<file path="src/rtl/fpu_pkg.sv">
// Shared definitions for the FP16 multiplier arbiter.
//   FP_W    : FP16 operand/result width
//   CNT_W   : width of the calculation-cycle down-counter (CALC_CYCLES <= 15)
//   state_t : arbiter FSM state encoding
package fpu_pkg;

    localparam int FP_W  = 16;
    localparam int CNT_W = 4;

    typedef enum logic [1:0] {
        IDLE = 2'd0,
        CALC = 2'd1,
        RESP = 2'd2
    } state_t;

endpackage

</file>
<file path="src/rtl/mul.sv">
// Combinational FP16 multiplier.
//   a, b  : FP16 operands
//   p     : FP16 product, round-to-nearest-even
//   valid : low when the result is NaN (NaN operand, or infinity times zero)
// Subnormal operands are treated as zero and results that would be subnormal
// flush to a signed zero; NaN results use the canonical quiet NaN 0x7E00.
module mul
    import fpu_pkg::*;
(
    input  logic [FP_W-1:0] a,
    input  logic [FP_W-1:0] b,
    output logic [FP_W-1:0] p,
    output logic            valid
);

    logic        sign;
    logic [4:0]  ea;
    logic [4:0]  eb;
    logic        a_zero, b_zero, a_inf, b_inf, a_nan, b_nan;
    logic [21:0] sig_a, sig_b, prod;
    logic        norm;
    logic [9:0]  mant;
    logic        guard, sticky, round_up;
    logic [10:0] mant_r;
    logic [7:0]  exp_t;
    logic [4:0]  exp_b;

    assign sign  = a[15] ^ b[15];
    assign ea    = a[14:10];
    assign eb    = b[14:10];
    assign sig_a = {11'd0, 1'b1, a[9:0]};
    assign sig_b = {11'd0, 1'b1, b[9:0]};
    assign prod  = sig_a * sig_b;

    always_comb begin
        a_zero = (ea == 5'd0);
        b_zero = (eb == 5'd0);
        a_inf  = (ea == 5'h1f) && (a[9:0] == 10'd0);
        b_inf  = (eb == 5'h1f) && (b[9:0] == 10'd0);
        a_nan  = (ea == 5'h1f) && (a[9:0] != 10'd0);
        b_nan  = (eb == 5'h1f) && (b[9:0] != 10'd0);

        // Significand product lies in [1,4); bit 21 set means it is in [2,4).
        norm     = prod[21];
        mant     = norm ? prod[20:11] : prod[19:10];
        guard    = norm ? prod[10] : prod[9];
        sticky   = norm ? |prod[9:0] : |prod[8:0];
        round_up = guard & (sticky | mant[0]);
        mant_r   = {1'b0, mant} + {10'd0, round_up};

        // Biased result exponent plus 15; carry out of rounding bumps it.
        exp_t = {3'd0, ea} + {3'd0, eb} + {7'd0, norm} + {7'd0, mant_r[10]};
        exp_b = exp_t[4:0] - 5'd15;

        valid = 1'b1;
        p     = {sign, exp_b, mant_r[9:0]};

        if (a_nan || b_nan || (a_inf && b_zero) || (b_inf && a_zero)) begin
            valid = 1'b0;
            p     = 16'h7E00;
        end else if (a_inf || b_inf) begin
            p = {sign, 5'h1f, 10'd0};
        end else if (a_zero || b_zero) begin
            p = {sign, 15'd0};
        end else if (exp_t < 8'd16) begin
            p = {sign, 15'd0};
        end else if (exp_t > 8'd45) begin
            p = {sign, 5'h1f, 10'd0};
        end
    end

endmodule

</file>
<file path="src/rtl/fpu_mul_arbiter.sv">
// Two-requester round-robin arbiter in front of a shared FP16 multiplier.
//   clock, reset        : rising-edge clock, async active-high reset
//   req_valid/req_ready : per-requester handshake (bit i = requester i)
//   req0_a/b, req1_a/b  : FP16 operand pairs
//   rsp_valid/rsp_ready : response handshake
//   rsp_data            : FP16 product
//   rsp_id              : requester that owns the response
//   rsp_invalid         : product is NaN
//   busy                : an operation is in flight
// CALC_CYCLES (1..15) is how long registered operands sit at the multiplier
// before the product is captured.
//
// state | meaning
// ------+----------------------------------------------------------
// IDLE  | waiting for a request; grants one requester combinationally
// CALC  | registered operands at the multiplier, counter running down
// RESP  | response held until rsp_ready
module fpu_mul_arbiter
    import fpu_pkg::*;
#(
    parameter int CALC_CYCLES = 1
) (
    input  logic            clock,
    input  logic            reset,
    input  logic [1:0]      req_valid,
    output logic [1:0]      req_ready,
    input  logic [FP_W-1:0] req0_a,
    input  logic [FP_W-1:0] req0_b,
    input  logic [FP_W-1:0] req1_a,
    input  logic [FP_W-1:0] req1_b,
    output logic            rsp_valid,
    input  logic            rsp_ready,
    output logic [FP_W-1:0] rsp_data,
    output logic            rsp_id,
    output logic            rsp_invalid,
    output logic            busy
);

    localparam logic [CNT_W-1:0] CNT_LOAD = CNT_W'(CALC_CYCLES - 1);

    state_t            state;
    logic [CNT_W-1:0]  cnt;
    logic              last_grant;
    logic [FP_W-1:0]   op_a;
    logic [FP_W-1:0]   op_b;
    logic              op_id;
    logic              grant_id;
    logic              accept;
    logic [FP_W-1:0]   mul_p;
    logic              mul_valid;

    // With both requesters valid the one not granted last wins.
    always_comb begin
        grant_id  = (&req_valid) ? ~last_grant : req_valid[1];
        req_ready = 2'b00;
        if (state == IDLE && (|req_valid) && !reset)
            req_ready = grant_id ? 2'b10 : 2'b01;
        accept = |(req_valid & req_ready);
    end

    assign rsp_valid = (state == RESP);
    assign busy      = (state != IDLE);

    mul u_mul (
        .a     (op_a),
        .b     (op_b),
        .p     (mul_p),
        .valid (mul_valid)
    );

    always_ff @(posedge clock or posedge reset) begin
        if (reset) begin
            state       <= IDLE;
            cnt         <= '0;
            last_grant  <= 1'b1;
            op_a        <= '0;
            op_b        <= '0;
            op_id       <= 1'b0;
            rsp_data    <= '0;
            rsp_id      <= 1'b0;
            rsp_invalid <= 1'b0;
        end else begin
            case (state)
                IDLE: begin
                    if (accept) begin
                        op_a       <= grant_id ? req1_a : req0_a;
                        op_b       <= grant_id ? req1_b : req0_b;
                        op_id      <= grant_id;
                        last_grant <= grant_id;
                        cnt        <= CNT_LOAD;
                        state      <= CALC;
                    end
                end
                CALC: begin
                    if (cnt == '0) begin
                        rsp_data    <= mul_p;
                        rsp_id      <= op_id;
                        rsp_invalid <= ~mul_valid;
                        state       <= RESP;
                    end else begin
                        cnt <= cnt - 1'b1;
                    end
                end
                RESP: begin
                    if (rsp_ready)
                        state <= IDLE;
                end
                default: state <= IDLE;
            endcase
        end
    end

endmodule
</file>
<file path="config.mk">
export PLATFORM = sky130hd
export DESIGN_NAME = fpu_mul_arbiter
export DESIGN_NICKNAME = d
export VERILOG_FILES = /design/src/rtl/fpu_pkg.sv /design/src/rtl/mul.sv /design/src/rtl/fpu_mul_arbiter.sv
export SDC_FILE = /design/constraint.sdc
export NUM_CORES = 1
export LEC_CHECK = 0
export ABC_CLOCK_PERIOD_IN_PS = 27900
export CORE_ASPECT_RATIO = 0.9
export CORE_MARGIN = 2
export CORE_UTILIZATION = 39
export DETAILED_ROUTE_END_ITERATION = 6
export PLACE_DENSITY = 0.67
export SYNTH_ARGS = -nofsm -noshare
export SYNTH_HDL_FRONTEND = slang
export SYNTH_SLANG_ARGS = --single-unit
</file>
<file path="constraint.sdc">
create_clock -name clock -period 27.9 [get_ports clock]
set_input_delay 5.58 -clock clock [delete_from_list [all_inputs] [get_ports clock]]
set_output_delay 5.58 -clock clock [all_outputs]
set_load 0.02 [all_outputs]
</file>
==> results.md <==
* Proportion of register bits with asynchronous set or reset after synthesis at 100%
* Slowest cell on the critical path: clkdlybuf4s50_1
* Run status: finished clean
* Count of endpoints failing setup in the final report at 0
* Crit path time final at between 10 and 15 ns
* Worst Setup Slack, final at between 10 and 15 ns
* Reg clk slew, reported paths at about 0.05 ns
* Ratio of cells with drive above 1 in the final layout at 5.41%
* Worst setup path class: in -> out
* Placed Instance Area at between 8000 and 9000 sq um
* Min-Delay Path Class: reg -> reg
* Core outline area at between 15000 and 20000 sq um
* Worst endpoint required time at ~22 ns
* Total negative setup slack at 0 ns
* Proportion of synthesized chip area in sequential cells at between 10% and 20%
* Met1 layer usage reported by global route at 23.3%
* Category of the worst setup path capture point: output port
* Endpoints failing hold at 0
* Worst-path cell chain: clkdlybuf4s50_1 > a21boi_4 > buf_4 > nor2b_1 > clkdlybuf4s50_1
* Gr ovfl total at 0
* Most area-hungry cell type in the Yosys netlist: fa_1
* Maximum operating frequency at 75.2 MHz
* RSZ-0062 raised after global routing: false
* Max transition margin at about half
* Vias per inst at around 5.3
* Initial DRC count at 343
* Total Routed Length at about 18000 microns
* Data arrival time of the worst path at approximately 7.7 ns
* First-pass GRT wire length at between 30000 and 40000 microns
* Crit path from: req_valid[1]
* Floorplan row count at 48
* Initial core utilization at between 30% and 40%
* Residual DRC count at 0
* Largest cells by area after synthesis: fa_1 (21%), dfrtp_1 (19%), ha_1 (12%), inv_1 (6.2%), nand2_1 (6.0%)
* Final-stage net count at 1159
* Met3 capacity usage during global routing at 1.77%
* Final RePlAce weighted congestion at 0.863
* Cells after Synth at 873
* Port-buffer cells at 90
* Number of nets produced by synthesis at 1095
* Floorplan die area at about 21000 sq um
* Number of synthesized register bits at 58
* Number of antenna violations at the first check in global routing at 0
* Signed area change from the synthesized netlist to the final layout at 18.1%
* Most Used Layer, Global Route: met2
* Number of nets with antenna violations after routing at 0
* Final max-slew violation count at 0
* Number of buffers added by the clock tree synthesis step at 9
* Die X at approximately 150 microns
* Count of max-cap constraint violations at 0
* Overall die height at ~140 microns
* Largest driver fanout on the critical path at 34
* CTS resizes at 0
* CTS Sinks at 58
* Drt first pass iters at 5
* Primary FF master, synth: dfrtp_1
* Most used standard cell by instance count after synthesis: inv_1
* Critical Path Source Type: input pin
* HPWL reported at the end of detailed placement at roughly 14000 microns
* Number of warning messages in the yosys log at 0
* Top-area cell type share of the netlist area at 21.1%
* Global routing usage summed across all routing layers at between 10% and 20%
* # H-tree levels at 3
* Max incr delay on CP at roughly 0.65 ns
* TritonCTS clock tree: done
* Post-synth EDFFs at 0
* DP Worst Slack at approximately 15 ns
* Pin count of the biggest net entering global routing at between 70 and 80
* Slew at the pin closest to its max-slew limit at between 0.7 and 0.8 ns
* M2 GR Usage at 30.7%
* CTS Buffer Depth at 2
* Avg Synthesized Cell Area at about 8.8 sq um
* Unique cell type count in the Yosys netlist at 73
* Count of antenna diodes in the layout at 0
* Via count of the first global-routing pass at between 6000 and 7000
* Min-delay src: op_id
* Synthesized area at between 7000 and 8000 sq um
* Final Cycle Share at between 40% and 50%
* Number of ports placed on the die boundary at between 90 and 100
* Source of the worst register-to-register timing path: op_b[9]
* Worst-skew pair later-pin latency at 0.35 ns
* Via total after detailed routing at about 6300
* Crit path buf inv count at 3
* Master cell of the clock root buffer: clkbuf_16
* Setup skew after layout at approximately 0.015 ns
* Leading cell types by count after synthesis: inv_1 (127), nand2_1 (122), fa_1 (81)
* Top Family by Delay on Critical Path: buffers and inverters
* Post-layout instance area at 9070 sq um
* Post-CTS setup-driven buffer insertion count at 0
* Routed length per placed instance at 15.2 microns
* Cts-stage hold buffer count at 0
* Cell repeated most along the worst path: clkdlybuf4s50_1
==> state kept, by name, summed over array words and instances (netlist names) <==
register     count
cnt              4
last_grant       1
op_a            16
op_b            16
op_id            1
rsp_data        16
rsp_id           1
rsp_invalid      1
state            2
==> path summary, 6_finish.rpt <==
| path | end | slack [ns] | depth (start not counted) |
|---|---|---|---|
| setup / recovery | req_ready[1] | 14.60 | 5 |
| hold / removal | rsp_id | 0.48 | 2 |
| setup reg to reg | rsp_data[8] | 18.55 | 34 |
| hold reg to reg | rsp_id | 0.48 | 2 |
| max in group asynchronous | rsp_data[3] | 21.60 | 3 |
| min in group asynchronous | op_a[3] | 5.81 | 3 |
==> area by class of cell <==
cell class | instances | area [sq um]
Timing Repair Buffer | 93 | 923
Fill cell | 1902 | 10100
Sequential cell | 58 | 1450
Clock buffer | 11 | 243
Tap cell | 250 | 313
Multi-Input combinational cell | 648 | 5590
Inverter | 127 | 477
Clock inverter | 5 | 77.6
==> metrics by stage <==
step / hold slack (ns) / utilization, % / cells
3_3_place_gp: 0.463 / 45.5 / 1176
4_1_cts: 0.489 / 47.2 / 1192
5_1_grt: 0.507 / 47.2 / 1192
6_report: 0.481 / 47.2 / 1192
3_5_place_dp: 0.466 / 45.5 / 1176
2_1_floorplan: 0.439 / - / 873
==> routing by layer <==
metal,vias up,share of wire (%)
met5,-,0
met2,151,49
met4,0,1.9
met3,26,3.8
met1,3071,45
li1,3023,-
==> worst min-delay path, cell delays in order, from the launching register on <==
cell	delay [ns]
dfrtp_1	0.34
nand2_1	0.06
nand2_1	0.05
==> cell families (layout without fill, tap and decap cells) <==
family                     count (synthesis)  count (layout)  share of synthesized area (%)
adders and majority gates                153             153                           32.8
xor gates and xnor gates                  31              31                           3.53
DFF                                       58              58                           18.9
and+or+nand+nor                          281             281                           18.0
AOI/OAI and AO/OA                        148             148                           13.5
muxes                                     35              35                           4.58
buffers and inverters                    167             236                           8.68
==> cells in the final DEF, fill, tap and decap left out, types with 3 or more instances in the layout <==
cell type,instances
a21oi_2,3
o211ai_1,4
clkbuf_16,9
and3_1,4
a21oi_1,16
o21bai_1,4
nand2_1,122
o311ai_0,4
a32o_1,4
o21a_1,6
and2_1,45
or2_2,5
buf_4,3
o221a_2,5
nor2_1,29
a211oi_1,4
fa_1,81
mux2i_1,34
xnor2_1,21
dfrtp_1,57
a211o_1,4
nor2b_1,3
nor3_1,12
a21o_1,9
nor4_1,6
nand4_1,6
nand2b_1,5
a22o_1,4
o21ai_0,55
nand3_1,22
inv_1,126
xor2_1,10
clkdlybuf4s50_1,90
ha_1,72
Power is not shown: default switching activity piles up to over one toggle a cycle in this logic, so the estimate is an artifact.
